**config.mk**
```make
export PLATFORM = sky130hd
export DESIGN_NAME = sram_port_arbiter_flat
export DESIGN_NICKNAME = d
export VERILOG_FILES = /design/src/rtl/sram_arb_pkg.sv /design/src/rtl/sram_port_arbiter_if.sv /design/src/rtl/sram_arb_grant.sv /design/src/rtl/sram_port_arbiter.sv /design/src/flat_wrapper.sv
export SDC_FILE = /design/constraint.sdc
export NUM_CORES = 1
export LEC_CHECK = 0
export BUFFER_PORTS_ARGS = -buffer_cell sky130_fd_sc_hd__buf_2
export CORE_ASPECT_RATIO = 0.9
export CORE_MARGIN = 1.5
export CORE_UTILIZATION = 40
export DETAILED_ROUTE_END_ITERATION = 16
export PLACE_DENSITY = 0.7
export SETUP_SLACK_MARGIN = 0.3
export SYNTH_ARGS = -nofsm -noshare
export SYNTH_HDL_FRONTEND = slang
export SYNTH_SLANG_ARGS = --single-unit
```
**constraint.sdc**
```tcl
create_clock -name CLK -period 4 [get_ports CLK]
set_input_delay 0.2 -clock CLK [delete_from_list [all_inputs] [get_ports CLK]]
set_output_delay 0.2 -clock CLK [all_outputs]
set_load 0.005 [all_outputs]
```
**src/rtl/sram_arb_pkg.sv**
```systemverilog
// rtl/sram_arb_pkg.sv - shared types, grant encoding and strobe decode for sram_port_arbiter
package sram_arb_pkg;

   localparam int DATA_W_DEF = 16;
   localparam int ADDR_W_DEF = 18;
   localparam int LADDR_W    = 16;

   typedef enum logic [2:0] {
      ST_IDLE,
      ST_RD1,
      ST_RD2,
      ST_WR1,
      ST_WR2,
      ST_WR3,
      ST_DONE
   } state_t;

   typedef enum logic {
      GNT_IF = 1'b0,
      GNT_DM = 1'b1
   } gnt_t;

   typedef struct packed {
      logic en;
      logic oe;
      logic we;
      logic doe;
   } strobe_t;

   localparam strobe_t STROBE_IDLE = '{en: 1'b1, oe: 1'b1, we: 1'b1, doe: 1'b0};

   // Pin strobes (active-low en/oe/we) for the state about to be entered.
   function automatic strobe_t strobes_for(state_t s);
      strobe_t r;
      r = STROBE_IDLE;
      case (s)
         ST_RD1, ST_RD2: begin
            r.en = 1'b0;
            r.oe = 1'b0;
         end
         ST_WR1, ST_WR3: begin
            r.en  = 1'b0;
            r.doe = 1'b1;
         end
         ST_WR2: begin
            r.en  = 1'b0;
            r.we  = 1'b0;
            r.doe = 1'b1;
         end
         default: r = STROBE_IDLE;
      endcase
      return r;
   endfunction

endpackage

```
**src/rtl/sram_port_arbiter_if.sv**
```systemverilog
// rtl/sram_port_arbiter_if.sv - fetch/data request ports and SRAM pin bundle
interface sram_port_arbiter_if
   import sram_arb_pkg::*;
#(
   parameter int DATA_W = DATA_W_DEF,
   parameter int ADDR_W = ADDR_W_DEF
);
   logic               if_req;
   logic [LADDR_W-1:0] if_addr;
   logic               if_ack;
   logic [DATA_W-1:0]  if_rdata;

   logic               dm_req;
   logic               dm_we;
   logic [LADDR_W-1:0] dm_addr;
   logic [DATA_W-1:0]  dm_wdata;
   logic               dm_ack;
   logic [DATA_W-1:0]  dm_rdata;

   logic               stall;

   logic               ram_en;
   logic               ram_oe;
   logic               ram_we;
   logic [ADDR_W-1:0]  ram_addr;
   logic [DATA_W-1:0]  ram_dout;
   logic               ram_doe;
   logic [DATA_W-1:0]  ram_din;

   modport master (
      output if_req, if_addr, dm_req, dm_we, dm_addr, dm_wdata, ram_din,
      input  if_ack, if_rdata, dm_ack, dm_rdata, stall,
      input  ram_en, ram_oe, ram_we, ram_addr, ram_dout, ram_doe
   );

   modport slave (
      input  if_req, if_addr, dm_req, dm_we, dm_addr, dm_wdata, ram_din,
      output if_ack, if_rdata, dm_ack, dm_rdata, stall,
      output ram_en, ram_oe, ram_we, ram_addr, ram_dout, ram_doe
   );

endinterface

```
**src/rtl/sram_arb_grant.sv**
```systemverilog
// rtl/sram_arb_grant.sv - grant pick; SRAM_ARB_RR_EN adds round-robin last-grant pointer
module sram_arb_grant
   import sram_arb_pkg::*;
(
`ifdef SRAM_ARB_RR_EN
   input  logic clk,
   input  logic rst_n,
   input  logic take,
`endif
   input  logic if_req,
   input  logic dm_req,
   output gnt_t gnt,
   output logic any
);

   assign any = if_req | dm_req;

`ifdef SRAM_ARB_RR_EN
   gnt_t last_q;
   gnt_t last_d;

   always_comb begin
      last_d = last_q;
      if (take) last_d = gnt;
   end

   always_ff @(posedge clk or negedge rst_n) begin
      if (!rst_n) last_q <= GNT_IF;
      else        last_q <= last_d;
   end

   // On contention the port that did not win last time gets the port.
   always_comb begin
      gnt = dm_req ? GNT_DM : GNT_IF;
      if (if_req && dm_req) gnt = (last_q == GNT_DM) ? GNT_IF : GNT_DM;
   end
`else
   // Data wins: it belongs to the older instruction in the pipeline.
   always_comb begin
      gnt = dm_req ? GNT_DM : GNT_IF;
   end
`endif

endmodule

```
**src/rtl/sram_port_arbiter.sv**
```systemverilog
// rtl/sram_port_arbiter.sv - shared async SRAM port for IF/MEM stages; SRAM_ARB_RR_EN selects round-robin grant
module sram_port_arbiter
   import sram_arb_pkg::*;
#(
   parameter int DATA_W = DATA_W_DEF,
   parameter int ADDR_W = ADDR_W_DEF
)(
   input logic               CLK,
   input logic               RST,
   sram_port_arbiter_if.slave bus
);

   state_t              state_q, state_d;
   gnt_t                gnt_q, gnt_d;
   gnt_t                pick;
   logic                any;
   logic                take;
   logic                req_we;
   logic [LADDR_W-1:0]  req_addr;

   strobe_t             strb_q, strb_d;
   logic [ADDR_W-1:0]   ram_addr_q, ram_addr_d;
   logic [DATA_W-1:0]   ram_dout_q, ram_dout_d;
   logic [DATA_W-1:0]   if_rdata_q, if_rdata_d;
   logic [DATA_W-1:0]   dm_rdata_q, dm_rdata_d;
   logic                if_ack_q, if_ack_d;
   logic                dm_ack_q, dm_ack_d;

   sram_arb_grant u_grant (
`ifdef SRAM_ARB_RR_EN
      .clk    (CLK),
      .rst_n  (RST),
      .take   (take),
`endif
      .if_req (bus.if_req),
      .dm_req (bus.dm_req),
      .gnt    (pick),
      .any    (any)
   );

   assign take     = (state_q == ST_IDLE) && any;
   assign req_we   = (pick == GNT_DM) && bus.dm_we;
   assign req_addr = (pick == GNT_DM) ? bus.dm_addr : bus.if_addr;

   always_ff @(posedge CLK or negedge RST) begin
      if (!RST) begin
         state_q    <= ST_IDLE;
         gnt_q      <= GNT_IF;
         strb_q     <= STROBE_IDLE;
         ram_addr_q <= '0;
         ram_dout_q <= '0;
         if_rdata_q <= '0;
         dm_rdata_q <= '0;
         if_ack_q   <= 1'b0;
         dm_ack_q   <= 1'b0;
      end else begin
         state_q    <= state_d;
         gnt_q      <= gnt_d;
         strb_q     <= strb_d;
         ram_addr_q <= ram_addr_d;
         ram_dout_q <= ram_dout_d;
         if_rdata_q <= if_rdata_d;
         dm_rdata_q <= dm_rdata_d;
         if_ack_q   <= if_ack_d;
         dm_ack_q   <= dm_ack_d;
      end
   end

   always_comb begin
      state_d = state_q;
      case (state_q)
         ST_IDLE: if (any) state_d = req_we ? ST_WR1 : ST_RD1;
         ST_RD1:  state_d = ST_RD2;
         ST_RD2:  state_d = ST_DONE;
         ST_WR1:  state_d = ST_WR2;
         ST_WR2:  state_d = ST_WR3;
         ST_WR3:  state_d = ST_DONE;
         ST_DONE: state_d = ST_IDLE;
         default: state_d = ST_IDLE;
      endcase
   end

   // Strobes and acks are decoded from the next state so the pins come straight off flops.
   always_comb begin
      strb_d     = strobes_for(state_d);
      gnt_d      = take ? pick : gnt_q;
      ram_addr_d = take ? ADDR_W'(req_addr) : ram_addr_q;
      ram_dout_d = (take && req_we) ? bus.dm_wdata : ram_dout_q;
      if_ack_d   = (state_d == ST_DONE) && (gnt_d == GNT_IF);
      dm_ack_d   = (state_d == ST_DONE) && (gnt_d == GNT_DM);
      if_rdata_d = if_rdata_q;
      dm_rdata_d = dm_rdata_q;
      if (state_q == ST_RD2) begin
         if (gnt_q == GNT_DM) dm_rdata_d = bus.ram_din;
         else                 if_rdata_d = bus.ram_din;
      end
   end

   assign bus.if_ack   = if_ack_q;
   assign bus.dm_ack   = dm_ack_q;
   assign bus.if_rdata = if_rdata_q;
   assign bus.dm_rdata = dm_rdata_q;
   assign bus.ram_en   = strb_q.en;
   assign bus.ram_oe   = strb_q.oe;
   assign bus.ram_we   = strb_q.we;
   assign bus.ram_doe  = strb_q.doe;
   assign bus.ram_addr = ram_addr_q;
   assign bus.ram_dout = ram_dout_q;
   assign bus.stall    = (bus.if_req & ~if_ack_q) | (bus.dm_req & ~dm_ack_q);

endmodule

```
**src/flat_wrapper.sv**
```systemverilog
// flat-port wrapper written by rule: the top's interface ports become plain ports
module sram_port_arbiter_flat import sram_arb_pkg::*;
#(
   parameter int DATA_W = DATA_W_DEF,
   parameter int ADDR_W = ADDR_W_DEF
)
  (CLK, RST, bus_if_req, bus_if_addr, bus_dm_req, bus_dm_we, bus_dm_addr, bus_dm_wdata, bus_ram_din, bus_if_ack, bus_if_rdata, bus_dm_ack, bus_dm_rdata, bus_stall, bus_ram_en, bus_ram_oe, bus_ram_we, bus_ram_addr, bus_ram_dout, bus_ram_doe);
  sram_port_arbiter_if #(.DATA_W(DATA_W), .ADDR_W(ADDR_W)) bus_i ();
  input logic CLK;
  input logic RST;
  input wire logic [$bits(bus_i.if_req)-1:0] bus_if_req;
  input wire logic [$bits(bus_i.if_addr)-1:0] bus_if_addr;
  input wire logic [$bits(bus_i.dm_req)-1:0] bus_dm_req;
  input wire logic [$bits(bus_i.dm_we)-1:0] bus_dm_we;
  input wire logic [$bits(bus_i.dm_addr)-1:0] bus_dm_addr;
  input wire logic [$bits(bus_i.dm_wdata)-1:0] bus_dm_wdata;
  input wire logic [$bits(bus_i.ram_din)-1:0] bus_ram_din;
  output wire logic [$bits(bus_i.if_ack)-1:0] bus_if_ack;
  output wire logic [$bits(bus_i.if_rdata)-1:0] bus_if_rdata;
  output wire logic [$bits(bus_i.dm_ack)-1:0] bus_dm_ack;
  output wire logic [$bits(bus_i.dm_rdata)-1:0] bus_dm_rdata;
  output wire logic [$bits(bus_i.stall)-1:0] bus_stall;
  output wire logic [$bits(bus_i.ram_en)-1:0] bus_ram_en;
  output wire logic [$bits(bus_i.ram_oe)-1:0] bus_ram_oe;
  output wire logic [$bits(bus_i.ram_we)-1:0] bus_ram_we;
  output wire logic [$bits(bus_i.ram_addr)-1:0] bus_ram_addr;
  output wire logic [$bits(bus_i.ram_dout)-1:0] bus_ram_dout;
  output wire logic [$bits(bus_i.ram_doe)-1:0] bus_ram_doe;
  assign bus_i.if_req = bus_if_req;
  assign bus_i.if_addr = bus_if_addr;
  assign bus_i.dm_req = bus_dm_req;
  assign bus_i.dm_we = bus_dm_we;
  assign bus_i.dm_addr = bus_dm_addr;
  assign bus_i.dm_wdata = bus_dm_wdata;
  assign bus_i.ram_din = bus_ram_din;
  assign bus_if_ack = bus_i.if_ack;
  assign bus_if_rdata = bus_i.if_rdata;
  assign bus_dm_ack = bus_i.dm_ack;
  assign bus_dm_rdata = bus_i.dm_rdata;
  assign bus_stall = bus_i.stall;
  assign bus_ram_en = bus_i.ram_en;
  assign bus_ram_oe = bus_i.ram_oe;
  assign bus_ram_we = bus_i.ram_we;
  assign bus_ram_addr = bus_i.ram_addr;
  assign bus_ram_dout = bus_i.ram_dout;
  assign bus_ram_doe = bus_i.ram_doe;
  sram_port_arbiter #(.DATA_W(DATA_W), .ADDR_W(ADDR_W)) u_core (.CLK(CLK), .RST(RST), .bus(bus_i));
endmodule
```
==> impl_metrics.py <==
metrics = {
    "status": {
        "status": "completed",
    },
    "final_layout": {
        "final_common_cell": "buf_2",
        "antenna_cells": 0,
        "final_core_util": 0.534,
        "drive_gt1_frac": 0.692,
        "areaGrowthSynthToFinish_pct": 29.9,
        "nets": 405,
        "finalInstanceArea_mm2": 0.00399,
        "layout_common_cells": "138 x buf_2, 76 x mux2_2, 71 x dfrtp_1",
    },
    "floorplanning": {
        "start_util": 0.411,
        "rows": 30,
        "die_w_um": 95.3,
        "core_mm2": 0.00747,
        "ios": 142,
        "die_area_mm2": 0.00821,
        "die_h_um": 86.1,
    },
    "clocking": {
        "clk_path_buf_depth": 2,
        "clock_latency_ns": 0.33,
        "cts_buffers": 9,
        "hold_buffers": 0,
        "cts_resized": 0,
        "cts_setup_buffers": 0,
        "cts-root-buf": "clkbuf_8",
        "cts.sinks": 74,
        "cts.reportedPaths.clkPinSlew_ns": 0.08,
        "htree_levels": 3,
        "cts_tree": "built",
    },
    "logic_synthesis": {
        "seq_area_frac_synth": 0.605,
        "ys_types": 30,
        "yosys_register_bits": 74,
        "yosys_warnings": 0,
        "syn_inst": 198,
        "syn_avg_cell_area_um2": 15.5,
        "synth_area_mm2": 0.00307,
    },
    "hold_path": {
        "hold_path.class": "input port to asynchronous set/reset pin",
    },
    "grt": {
        "grt_pass1_wl_mm": 10.2,
        "gr-usage-all-layers": 0.165,
        "grt_max_degree": 75,
        "grt_pass1_vias": 2120,
        "grt-ovfl-total": 0,
        "antenna_found_initial": 0,
    },
    "sta": {
        "finalHoldViolCount": 0,
        "fin_tns_setup_ns": 0,
        "hold_ws_ns": 0.00543,
        "worst_slew_pin_slew_ns": 1.05,
        "period_needed_ns": 2.09,
        "finalSetupViolations": 0,
        "fin_crit_sh": 0.523,
        "maxSlewViolCount": 0,
        "rsz0062_at_grt": "no",
        "slew_headroom": 0.296,
        "fin_skew_ns": 0.00794,
        "max_freq_ghz": 0.478,
    },
    "routing": {
        "drt_wl_total_mm": 6.20,
        "drtIter0Drc": 91,
        "routedWlPerCell_um": 14.2,
        "firstDrtPassIters": 6,
        "vias": 2055,
        "drc": 0,
        "via_per_inst": 4.70,
        "ant_nets": 0,
    },
    "critical_path": {
        "crit_type": "flop to flop",
        "path_cells": "nor3_1 > and2b_1 > mux2_2",
        "critPathMaxFanout": 16,
        "critPathTopFamily": "simple AND/OR/NAND/NOR gates",
        "worst-path-stages": 3,
        "worstPathArrival_ns": 2.31,
        "path_buf_inv": 0,
        "start_kind": "flop",
        "reg2regPathDepth": 3,
        "cp_data_required_time_ns": 4.22,
        "cpPeakStageDelay_ns": 0.61,
        "slowest_stage": "and2b_1",
        "cp-end-kind": "flop",
    },
    "place": {
        "port_buffers": 139,
        "dpl.hpwl_mm": 4.53,
        "place_area_mm2": 0.00378,
        "gp_congestion": 0.738,
    },
    "power": {
        "leakage_nw": 1.95,
        "peakVddDrop_uv": 391,
        "powerDensity_mw_per_mm2": 745,
    },
    "job": {
        "max-cap-violations": 0,
    },
}
area by class of cell:
class / count / area [µm²]
fillers: 684 / 3480
flip-flops and latches: 74 / 1860
multi-input cells: 109 / 1100
repair buffers: 139 / 698
clock buffers: 10 / 138
well taps: 96 / 120
clock inverters: 6 / 65.1
inverters: 3 / 11.3
cell families (layout without fill, tap and decap cells):
family | count (synthesis) | count (layout) | share of synthesized area
AO/OA/AOI/OAI | 11 | 11 | 0.0220
XOR/XNOR | 1 | 1 | 0.00286
buffers and inverters | 16 | 158 | 0.0387
flip-flops | 74 | 74 | 0.605
multiplexers | 80 | 80 | 0.294
other | 1 | 2 | 0.00122
AND/OR/NAND/NOR | 15 | 15 | 0.0367
worst reg2reg max path, stage by stage (launching register included):
cell and delay [ns]:
dfrtp_1 0.55, nor3_1 0.40, and2b_1 0.61, mux2_2 0.41
Yosys cell counts:
library cell	instances	share of area
buf_1	1	0.0012
mux2_1	4	0.015
and3b_1	1	0.0029
a22o_1	1	0.0029
nor4_4	1	0.0069
xor2_1	1	0.0029
o21ai_0	1	0.0016
buf_6	4	0.015
and3_1	1	0.0020
buf_8	1	0.0049
nand3_1	1	0.0016
mux2_2	76	0.28
nand2b_1	1	0.0020
nor4b_4	1	0.0077
nor2b_1	1	0.0020
clkbuf_1	1	0.0012
o22ai_1	1	0.0020
inv_1	3	0.0037
and2b_1	1	0.0024
conb_1	1	0.0012
a21oi_1	5	0.0082
dfrtp_1	71	0.58
nor3_1	1	0.0016
buf_2	2	0.0033
nand2_1	2	0.0024
nor2_1	4	0.0049
o31ai_1	2	0.0049
a211oi_1	1	0.0024
buf_4	4	0.0098
dfstp_2	3	0.026
through the flow:
| step | worst slack (ns) | total power [mW] | instances |
|---|---|---|---|
| 2_1_floorplan | 2.38 | 1.96 | 199 |
| 3_3_place_gp | 1.92 | 2.38 | 421 |
| 3_5_place_dp | 1.86 | 2.44 | 421 |
| 4_1_cts | 1.86 | 3.03 | 437 |
| 5_1_grt | 1.75 | 3.21 | 437 |
| 6_report | 1.91 | 2.97 | 437 |
power breakdown:
part           switching [mW]  leakage [nW]  internal (mW)
logic                   0.409         0.959          0.628
registers               0.224         0.886           1.13
clock network           0.270         0.103          0.306
total                   0.904          1.95           2.07
state kept, by name, indices dropped and copies added, names as in the netlist:
register and flops:
u_core.bus.ram_dout 16, u_core.bus.ram_we 1, u_core.gnt_q 1, u_core.bus.dm_rdata 16, u_core.state_q 3, u_core.bus.ram_oe 1, u_core.bus.ram_addr 16, u_core.bus.if_rdata 16
u_core.bus.ram_en 1, u_core.bus.if_ack 1, u_core.bus.dm_ack 1, u_core.bus.ram_doe 1
worst paths after layout:
check | from | endpoint | slack [ns]
min reg2reg | u_core.bus.ram_dout[8] | u_core.bus.ram_dout[8] | 0.48
max in group asynchronous | RST | u_core.bus.dm_rdata[3] | 3.42
max | u_core.state_q[0] | u_core.bus.ram_addr[2] | 1.91
max reg2reg | u_core.state_q[0] | u_core.bus.ram_addr[2] | 1.91
min in group CLK | bus_dm_wdata[8] | u_core.bus.ram_dout[8] | 0.09
min | RST | u_core.bus.dm_rdata[2] | 0.005
layer usage:
metal | global-route usage | vias to the layer above | share of wire
met3 | 0.0638 | 8 | 0.062
li1 | - | 972 | -
met4 | 0.0583 | 0 | 0.018
met2 | 0.281 | 67 | 0.53
met5 | 0 | - | 0
met1 | 0.186 | 1008 | 0.39
(Power assumes the default switching activity.)
